File: config.mk
export PLATFORM = sky130hd
export DESIGN_NAME = serv_immdec_w
export DESIGN_NICKNAME = d
export VERILOG_FILES = /design/src/rtl/serv_pkg.sv /design/src/rtl/serv_imm_assemble.sv /design/src/rtl/serv_immdec_w.sv
export SDC_FILE = /design/constraint.sdc
export NUM_CORES = 1
export LEC_CHECK = 0
export BUFFER_PORTS_ARGS = -buffer_cell sky130_fd_sc_hd__buf_2
export CORE_MARGIN = 5
export CORE_UTILIZATION = 50
export DETAILED_ROUTE_END_ITERATION = 8
export GPL_TIMING_DRIVEN = 0
export PLACE_DENSITY_LB_ADDON = 0.2
export SLEW_MARGIN = 40
export SYNTH_ARGS = -nofsm -noshare
export SYNTH_HDL_FRONTEND = slang
export SYNTH_SLANG_ARGS = --single-unit
File: constraint.sdc
create_clock -name clk -period 1.72 [get_ports clk]
set_clock_uncertainty 0.15 [all_clocks]
set_input_delay 0.344 -clock clk [delete_from_list [all_inputs] [get_ports clk]]
set_output_delay 0.344 -clock clk [all_outputs]
set_load 0.05 [all_outputs]
File: src/rtl/serv_pkg.sv
// Shared opcode constants and immediate-format encoding for the SERV decoders.
package serv_pkg;

  // opcode[6:2] values of the RV32I/Zicsr major opcodes
  localparam logic [4:0] OP_LOAD     = 5'b00000;
  localparam logic [4:0] OP_MISC_MEM = 5'b00011;
  localparam logic [4:0] OP_OPIMM    = 5'b00100;
  localparam logic [4:0] OP_AUIPC    = 5'b00101;
  localparam logic [4:0] OP_STORE    = 5'b01000;
  localparam logic [4:0] OP_OP       = 5'b01100;
  localparam logic [4:0] OP_LUI      = 5'b01101;
  localparam logic [4:0] OP_BRANCH   = 5'b11000;
  localparam logic [4:0] OP_JALR     = 5'b11001;
  localparam logic [4:0] OP_JAL      = 5'b11011;
  localparam logic [4:0] OP_SYSTEM   = 5'b11100;

  typedef enum logic [2:0] {
    FMT_I    = 3'd0,
    FMT_S    = 3'd1,
    FMT_B    = 3'd2,
    FMT_U    = 3'd3,
    FMT_J    = 3'd4,
    FMT_NONE = 3'd5
  } fmt_e;

endpackage

File: src/rtl/serv_imm_assemble.sv
// Combinational immediate assembly: instruction word to format and full
// sign-extended 32-bit immediate. Bits [1:0] only matter for legality, so
// they are not brought in here.
module serv_imm_assemble
  import serv_pkg::*;
(
  input  logic [31:2] i_insn,
  output fmt_e        o_fmt,
  output logic [31:0] o_imm
);

  logic [4:0] opcode;
  assign opcode = i_insn[6:2];

  // Select the format from the major opcode and splice the immediate fields
  always_comb begin
    o_fmt = FMT_NONE;
    o_imm = 32'h0;
    case (opcode)
      OP_LOAD, OP_OPIMM, OP_JALR, OP_SYSTEM: begin
        o_fmt = FMT_I;
        o_imm = {{21{i_insn[31]}}, i_insn[30:20]};
      end
      OP_STORE: begin
        o_fmt = FMT_S;
        o_imm = {{21{i_insn[31]}}, i_insn[30:25], i_insn[11:7]};
      end
      OP_BRANCH: begin
        o_fmt = FMT_B;
        o_imm = {{20{i_insn[31]}}, i_insn[7], i_insn[30:25], i_insn[11:8], 1'b0};
      end
      OP_AUIPC, OP_LUI: begin
        o_fmt = FMT_U;
        o_imm = {i_insn[31:12], 12'h000};
      end
      OP_JAL: begin
        o_fmt = FMT_J;
        o_imm = {{12{i_insn[31]}}, i_insn[19:12], i_insn[20], i_insn[30:21], 1'b0};
      end
      default: begin
        o_fmt = FMT_NONE;
        o_imm = 32'h0;
      end
    endcase
  end

endmodule

File: src/rtl/serv_immdec_w.sv
// W-bit-per-cycle immediate and zimm streamer with legality check.
// The immediate is captured whole on a load and then shifted out LSB-first;
// the sign bit is kept separately so the shift can refill with it forever.
module serv_immdec_w
  import serv_pkg::*;
#(
  parameter int W = 1
) (
  input  logic         clk,
  input  logic         i_rst,
  input  logic         i_wb_en,
  input  logic [31:0]  i_wb_rdt,
  input  logic         i_cnt_en,
  output logic [W-1:0] o_imm,
  output logic [W-1:0] o_csr_imm,
  output logic         o_cnt_last,
  output logic         o_valid,
  output logic         o_illegal
);

  localparam int CHUNKS = 32 / W;
  localparam int CNT_W  = $clog2(CHUNKS);
  localparam logic [CNT_W-1:0] CNT_MAX = CNT_W'(CHUNKS - 1);

  fmt_e        asm_fmt;
  logic [31:0] asm_imm;

  logic [31:0]      imm_q, imm_d;
  logic             sign_q, sign_d;
  logic [31:0]      zimm_q, zimm_d;
  logic [CNT_W-1:0] cnt_q, cnt_d;
  logic             valid_q, valid_d;
  logic             illegal_q, illegal_d;

  serv_imm_assemble u_assemble (
    .i_insn (i_wb_rdt[31:2]),
    .o_fmt  (asm_fmt),
    .o_imm  (asm_imm)
  );

  // Opcodes with no immediate format are legal only for FENCE and OP, so the
  // format result doubles as the opcode-membership test.
  function automatic logic is_illegal(input logic [31:0] rdt, input fmt_e fmt);
    logic [4:0] op;
    logic [2:0] f3;
    logic       ill;
    op  = rdt[6:2];
    f3  = rdt[14:12];
    ill = 1'b0;
    case (op)
      OP_LOAD:   ill = (f3 == 3'b011) || (f3 == 3'b110) || (f3 == 3'b111);
      OP_STORE:  ill = (f3 >= 3'b011);
      OP_BRANCH: ill = (f3 == 3'b010) || (f3 == 3'b011);
      OP_JALR:   ill = (f3 != 3'b000);
      OP_SYSTEM: ill = (f3 == 3'b100);
      default:   ill = (fmt == FMT_NONE) && !((op == OP_MISC_MEM) || (op == OP_OP));
    endcase
    if (rdt[1:0] != 2'b11) ill = 1'b1;
    return ill;
  endfunction

  // Next state: load beats advance; advance shifts both fields and saturates the counter
  always_comb begin
    imm_d     = imm_q;
    sign_d    = sign_q;
    zimm_d    = zimm_q;
    cnt_d     = cnt_q;
    valid_d   = valid_q;
    illegal_d = illegal_q;
    if (i_wb_en) begin
      imm_d     = asm_imm;
      sign_d    = asm_imm[31];
      zimm_d    = {27'h0, i_wb_rdt[19:15]};
      cnt_d     = '0;
      valid_d   = 1'b1;
      illegal_d = is_illegal(i_wb_rdt, asm_fmt);
    end else if (i_cnt_en) begin
      imm_d  = {{W{sign_q}}, imm_q[31:W]};
      zimm_d = {{W{1'b0}}, zimm_q[31:W]};
      cnt_d  = (cnt_q == CNT_MAX) ? cnt_q : cnt_q + CNT_W'(1);
    end
  end

  // State registers with synchronous reset
  always_ff @(posedge clk) begin
    if (i_rst) begin
      imm_q     <= 32'h0;
      sign_q    <= 1'b0;
      zimm_q    <= 32'h0;
      cnt_q     <= '0;
      valid_q   <= 1'b0;
      illegal_q <= 1'b0;
    end else begin
      imm_q     <= imm_d;
      sign_q    <= sign_d;
      zimm_q    <= zimm_d;
      cnt_q     <= cnt_d;
      valid_q   <= valid_d;
      illegal_q <= illegal_d;
    end
  end

  assign o_imm      = imm_q[W-1:0];
  assign o_csr_imm  = zimm_q[W-1:0];
  assign o_cnt_last = (cnt_q == CNT_MAX);
  assign o_valid    = valid_q;
  assign o_illegal  = illegal_q;

endmodule

Yosys cells after proc, flatten, opt, wreduce, memory -nomap -nowiden:

Index checks and enable logic that the tools add are counted.

* bits in registers: 45
* input port bits: 36
* word-level logic and storage cells: 48
* output and inout bits: 5

* muxes and demuxes: 8
* order comparisons: 1
* bitwise operators: 1
* reduce and logical (&&, ||, !) cells: 13
* add/subtract/negate cells: 1
* equality and inequality tests: 18

Operator list (count)
* $pmux 32 s5: 1
* $mux 32: 2
* $eq 5x5->1 const B: 5
* $eq 5x4->1 const B: 3
* $pmux 3 s5: 1
* $eq 3x3->1 const B: 4
* $eq 5x3->1 const B: 2
* $mux 5: 2
* $eq 3x2->1 const B: 2
* $add 5x1->5 const B: 1
* $eq 5x2->1 const B: 1
* $logic_not 5->1: 1
* $pmux 1 s5: 1
* $logic_or 1x1->1: 4
* $reduce_or 2->1: 2
* $reduce_or 4->1: 1
* $ge 3x2->1 const B: 1
* $reduce_bool 3->1: 1
* $ne 2x2->1 const B: 1
* $reduce_and 2->1: 1
* $reduce_bool 2->1: 1
* $logic_and 1x1->1: 1
* $logic_not 1->1: 1
* $mux 1: 1
* $not 1->1: 1

Longest topological paths before layout:

* depth after elaboration: 7
* depth in mapped cells: 8
* gate-level depth less buffers: 7

Cells and area by module:

A second synthesis with hierarchy kept.

* cell total of the unflattened synthesis: 349
* area total of the unflattened synthesis: 2766.4 µm²

By module, submodules not included
* serv_immdec_w: area each 2099.5 µm², seq. area each 900.9 µm², instances 1, cells each 251
* serv_imm_assemble: area each 666.9 µm², seq. area each 0.0 µm², instances 1, cells each 98

Least setup slack after synthesis:

OpenSTA, ideal clock, no wires.

* path kind: register to register
* from: register cnt_q[0]
* to: register cnt_q[3]
* setup slack: -303 ps
* data arrival time: 1745 ps
* buffers on the path: 1
* period minus slack after synthesis: 2023 ps
* stages on the path, launching flop included: 9
* library setup time: 128 ps
* required time: 1442 ps
* cell sequence: dfxtp_1 ha_1 and3_1 ha_1 nor2b_1 clkbuf_1 nand4_1 xor2_1 nor2_1

* longest elaborated chain between the ends: 3
* elaborated cells on any way between the ends: 4
* those cells by class: 1 x add/sub; 1 x eq/ne; 1 x bitwise; 1 x reduce/logical

RTL lines
* start, declared: RTL line serv_immdec_w.sv:31 `logic [CNT_W-1:0] cnt_q, cnt_d;`
* start signal, assigned: RTL line serv_immdec_w.sv:97 `cnt_q <= cnt_d;`
* $eq 5x5->1
* named net o_cnt_last: RTL line serv_immdec_w.sv:16 `output logic o_cnt_last,`
* $not 1->1 (no line)
* $reduce_and 2->1 (no line)

The timed path passes the listed nets, and every way through them passes these cells.
A chain may end at the register's enable or synchronous reset.

Final worst setup path:

* from: register cnt_q[0]
* to: output o_cnt_last

* longest elaborated chain between the ends: 1

RTL lines
* $eq 5x5->1: RTL line serv_immdec_w.sv:105 `assign o_cnt_last = (cnt_q == CNT_MAX);`
* end, declared: RTL line serv_immdec_w.sv:16

Every way passes these cells.

==> flow_metrics.py <==
metrics = {
    "outcome": {
        "status": "finished, violations left",
        "violations": "setup timing",
    },
    "grt": {
        "grt_start_max_net_pins": 14,
        "overflow": 0,
        "grt.total_usage_pct": 20.54,
        "antenna_found_initial": 0,
        "grt_pass1_vias": 2583,
        "grt_pass1_wl_um": 12050,
    },
    "critical_path": {
        "critical_path.top_delay_family": "flip-flops",
        "cp_max_fo": 2,
        "criticalPathCategory": "flop to primary output",
        "arrival_ps": 1300,
        "cpMaxStageDelayCell": "dfxtp_4",
        "cp_common_cell": "ha_4",
        "cpPeakStageDelay_ps": 360,
        "cp.required_ps": 1230,
        "start_kind": "flop",
        "crit_path_end_kind": "primary output",
        "path_cells": "ha_4 > and3_4 > ha_4 > buf_8",
        "cp_num_buf_inv": 1,
    },
    "floorplan": {
        "coreArea_mm2": 0.005172,
        "ios": 41,
        "rows": 26,
        "die_x_um": 83.37,
        "die_y_um": 83.37,
        "dieArea_mm2": 0.006950,
        "start_util_pct": 52.03,
    },
    "flow_run": {
        "cap_viol_max_count": 0,
    },
    "final_layout": {
        "fin_util_pct": 63.84,
        "syn_to_final_growth_pct": 22.69,
        "final_cell_area_mm2": 0.003302,
        "fin_cells": 448,
        "layout-drive-gt1-share_pct": 29.10,
        "nNetsFinal": 415,
        "num_antenna_cells": 0,
    },
    "power_and_ir_drop": {
        "switchingPower_uw": 665.4,
        "p_comb_share_pct": 21.4,
        "p_int_mw": 1.565,
        "pwr-share-seq_pct": 49.5,
        "power_density_mw_per_mm2": 675.6,
        "power.leakage_nw": 1.277,
        "vdd_drop_max_mv": 0.3263,
        "p_sw_share_pct": 29.83,
        "clockPowerShare_pct": 29.1,
    },
    "synth": {
        "ys_seq_area_share_pct": 33.47,
        "synth-edff-count": 0,
        "ys_ff_latch": 45,
        "ys_async_sr_fraction_pct": 0,
        "syn_inst": 319,
        "synth_area_per_cell_um2": 8.437,
        "synth_ff_type": "dfxtp_1",
        "ys_types": 54,
        "netlist_area_mm2": 0.002691,
        "syn_nets": 357,
        "ys_warn_count": 0,
    },
    "clocking": {
        "cts_tree": "built",
        "clock_sinks": 45,
        "insertion_delay_ps": 300,
        "cts_buffers": 5,
        "clk_path_buf_depth": 2,
        "path_clk_slew_ps": 90,
        "cts_htree_levels": 2,
        "cts_root_buffer": "clkbuf_8",
    },
    "sta": {
        "rsz0062_at_grt": "true",
        "setup_violations": 3,
        "worst-slew-pin-transition_ps": 653.0,
        "finalMaxSlewViolations": 0,
        "fmax_mhz": 558.6,
        "worst_slack_ps": -70.33,
        "period_needed_ps": 1790,
        "fin_crit_sh_pct": 104.1,
        "max_slew_margin_pct": 56.47,
        "final_hold_viol_count": 0,
    },
    "place": {
        "gp_congestion": 0.8786,
        "dp_slack_ps": -500.7,
        "placed_cells": 428,
        "hpwl_um": 5020,
        "port_buffers": 39,
        "place_area_mm2": 0.002994,
    },
    "routing": {
        "drc": 0,
        "drt-total-wl_um": 7325,
        "avgRoutedWirePerCell_um": 16.35,
        "viasPerCell": 6.036,
        "drt_iter0_markers": 192,
        "via_count": 2704,
        "drtAntennaViolNets": 0,
        "first_pass_iters": 4,
    },
    "hold_path": {
        "hold_path_class": "primary input to flop",
    },
}
==> logic make-up after synthesis <==
kind of cell,Yosys count,synth area share [%]
adder cells (fa/ha/maj),2,0.9297
AO/OA/AOI/OAI,134,36.08
flip-flops,45,33.47
buffers and inverters,35,5.857
XOR/XNOR,4,1.302
multiplexers,14,5.253
AND/OR/NAND/NOR,85,17.11
==> per-layer routing <==
layer | up-vias | global-route usage [%] | part of all wire, % | wire length [µm]
met5 | - | 0 | 0 | 0
met4 | 0 | 7.429 | 1.9 | 138
li1 | 1326 | - | - | -
met3 | 14 | 3.861 | 4.8 | 348
met1 | 1285 | 27.11 | 46 | 3356
met2 | 79 | 33.24 | 48 | 3482
==> worst paths after layout <==
path / from / to / slack [ps] / cells past startpoint
worst max-delay path: cnt_q[0] / o_cnt_last / -70 / 4
worst min register to register: sign_q / sign_q / 320 / 2
worst max register to register: cnt_q[0] / cnt_q[3] / 0 / 8
worst min-delay path: i_wb_rdt[25] / imm_q[5] / 110 / 2
==> cell usage after synthesis (all sizes together), types with 3 or more instances <==
cell type  number  area (µm²)
and3            4       25.02
nand2          16       60.06
o2bb2ai         6       52.55
a21oi          46       230.2
inv             4       15.01
nor2           30       112.6
buf            14       78.82
o22ai          10       62.56
dfxtp          45       900.9
o311ai         15       131.4
mux2i          13       130.1
clkbuf         16       60.06
a211oi         10       125.1
o21a           16       120.1
nor2b           3       18.77
o21ai          15       75.07
or3            15       93.84
nor4            3       25.02
==> state kept, by name (all words and copies together) (netlist names) <==
signal,count
imm_q,32
cnt_q,5
zimm_q,5
o_illegal,1
o_valid,1
sign_q,1
==> metrics by stage <==
stage                     hold slack, ps  power [mW]  setup TNS [ps]
after floorplan                    292.2       1.422          -31.41
after CTS                          104.3       2.216          -89.07
final                              105.4       2.231          -71.32
after detailed placement           302.6       1.558          -16280
after global routing               109.9       2.329          -465.3
after global placement             298.6       1.550          -16320
==> power by group through the flow <==
stage          registers (mW)  logic [mW]  clock network (mW)
2_1_floorplan            1.14       0.280                   0
3_3_place_gp             1.13       0.423                   0
3_5_place_dp             1.13       0.430                   0
4_1_cts                  1.10       0.447               0.665
5_1_grt                  1.11       0.522               0.698
6_report                 1.10       0.478               0.649
==> layout by cell type (no fill, tap or decap), types with 11 or more instances in the layout <==
cell type,count
or3_1,15
nor2_1,29
buf_4,11
dfxtp_1,43
a21oi_1,44
mux2i_1,13
nand2_1,16
o21a_1,16
o21ai_0,14
o311ai_0,13
buf_2,41
==> what timing repair did <==
action                                  4_1_cts  5_1_grt
resized for setup                            16       29
endpoints found under the setup margin       40       34
hold buffers                                  0        0
cloned                                        0        1
pin swaps                                     5        5
setup buffers                                 7        4
==> final cells by class <==
class	instances	area (µm²)
inverters	5	20.02
well taps	70	87.58
repair buffers	51	307.8
flip-flops and latches	45	905.9
plain buffers	30	178.9
fillers	469	1871
clock inverters	1	7.507
multi-input cells	239	1718
clock buffers	7	76.32
No activity file was read; power rests on OpenSTA's default activity.
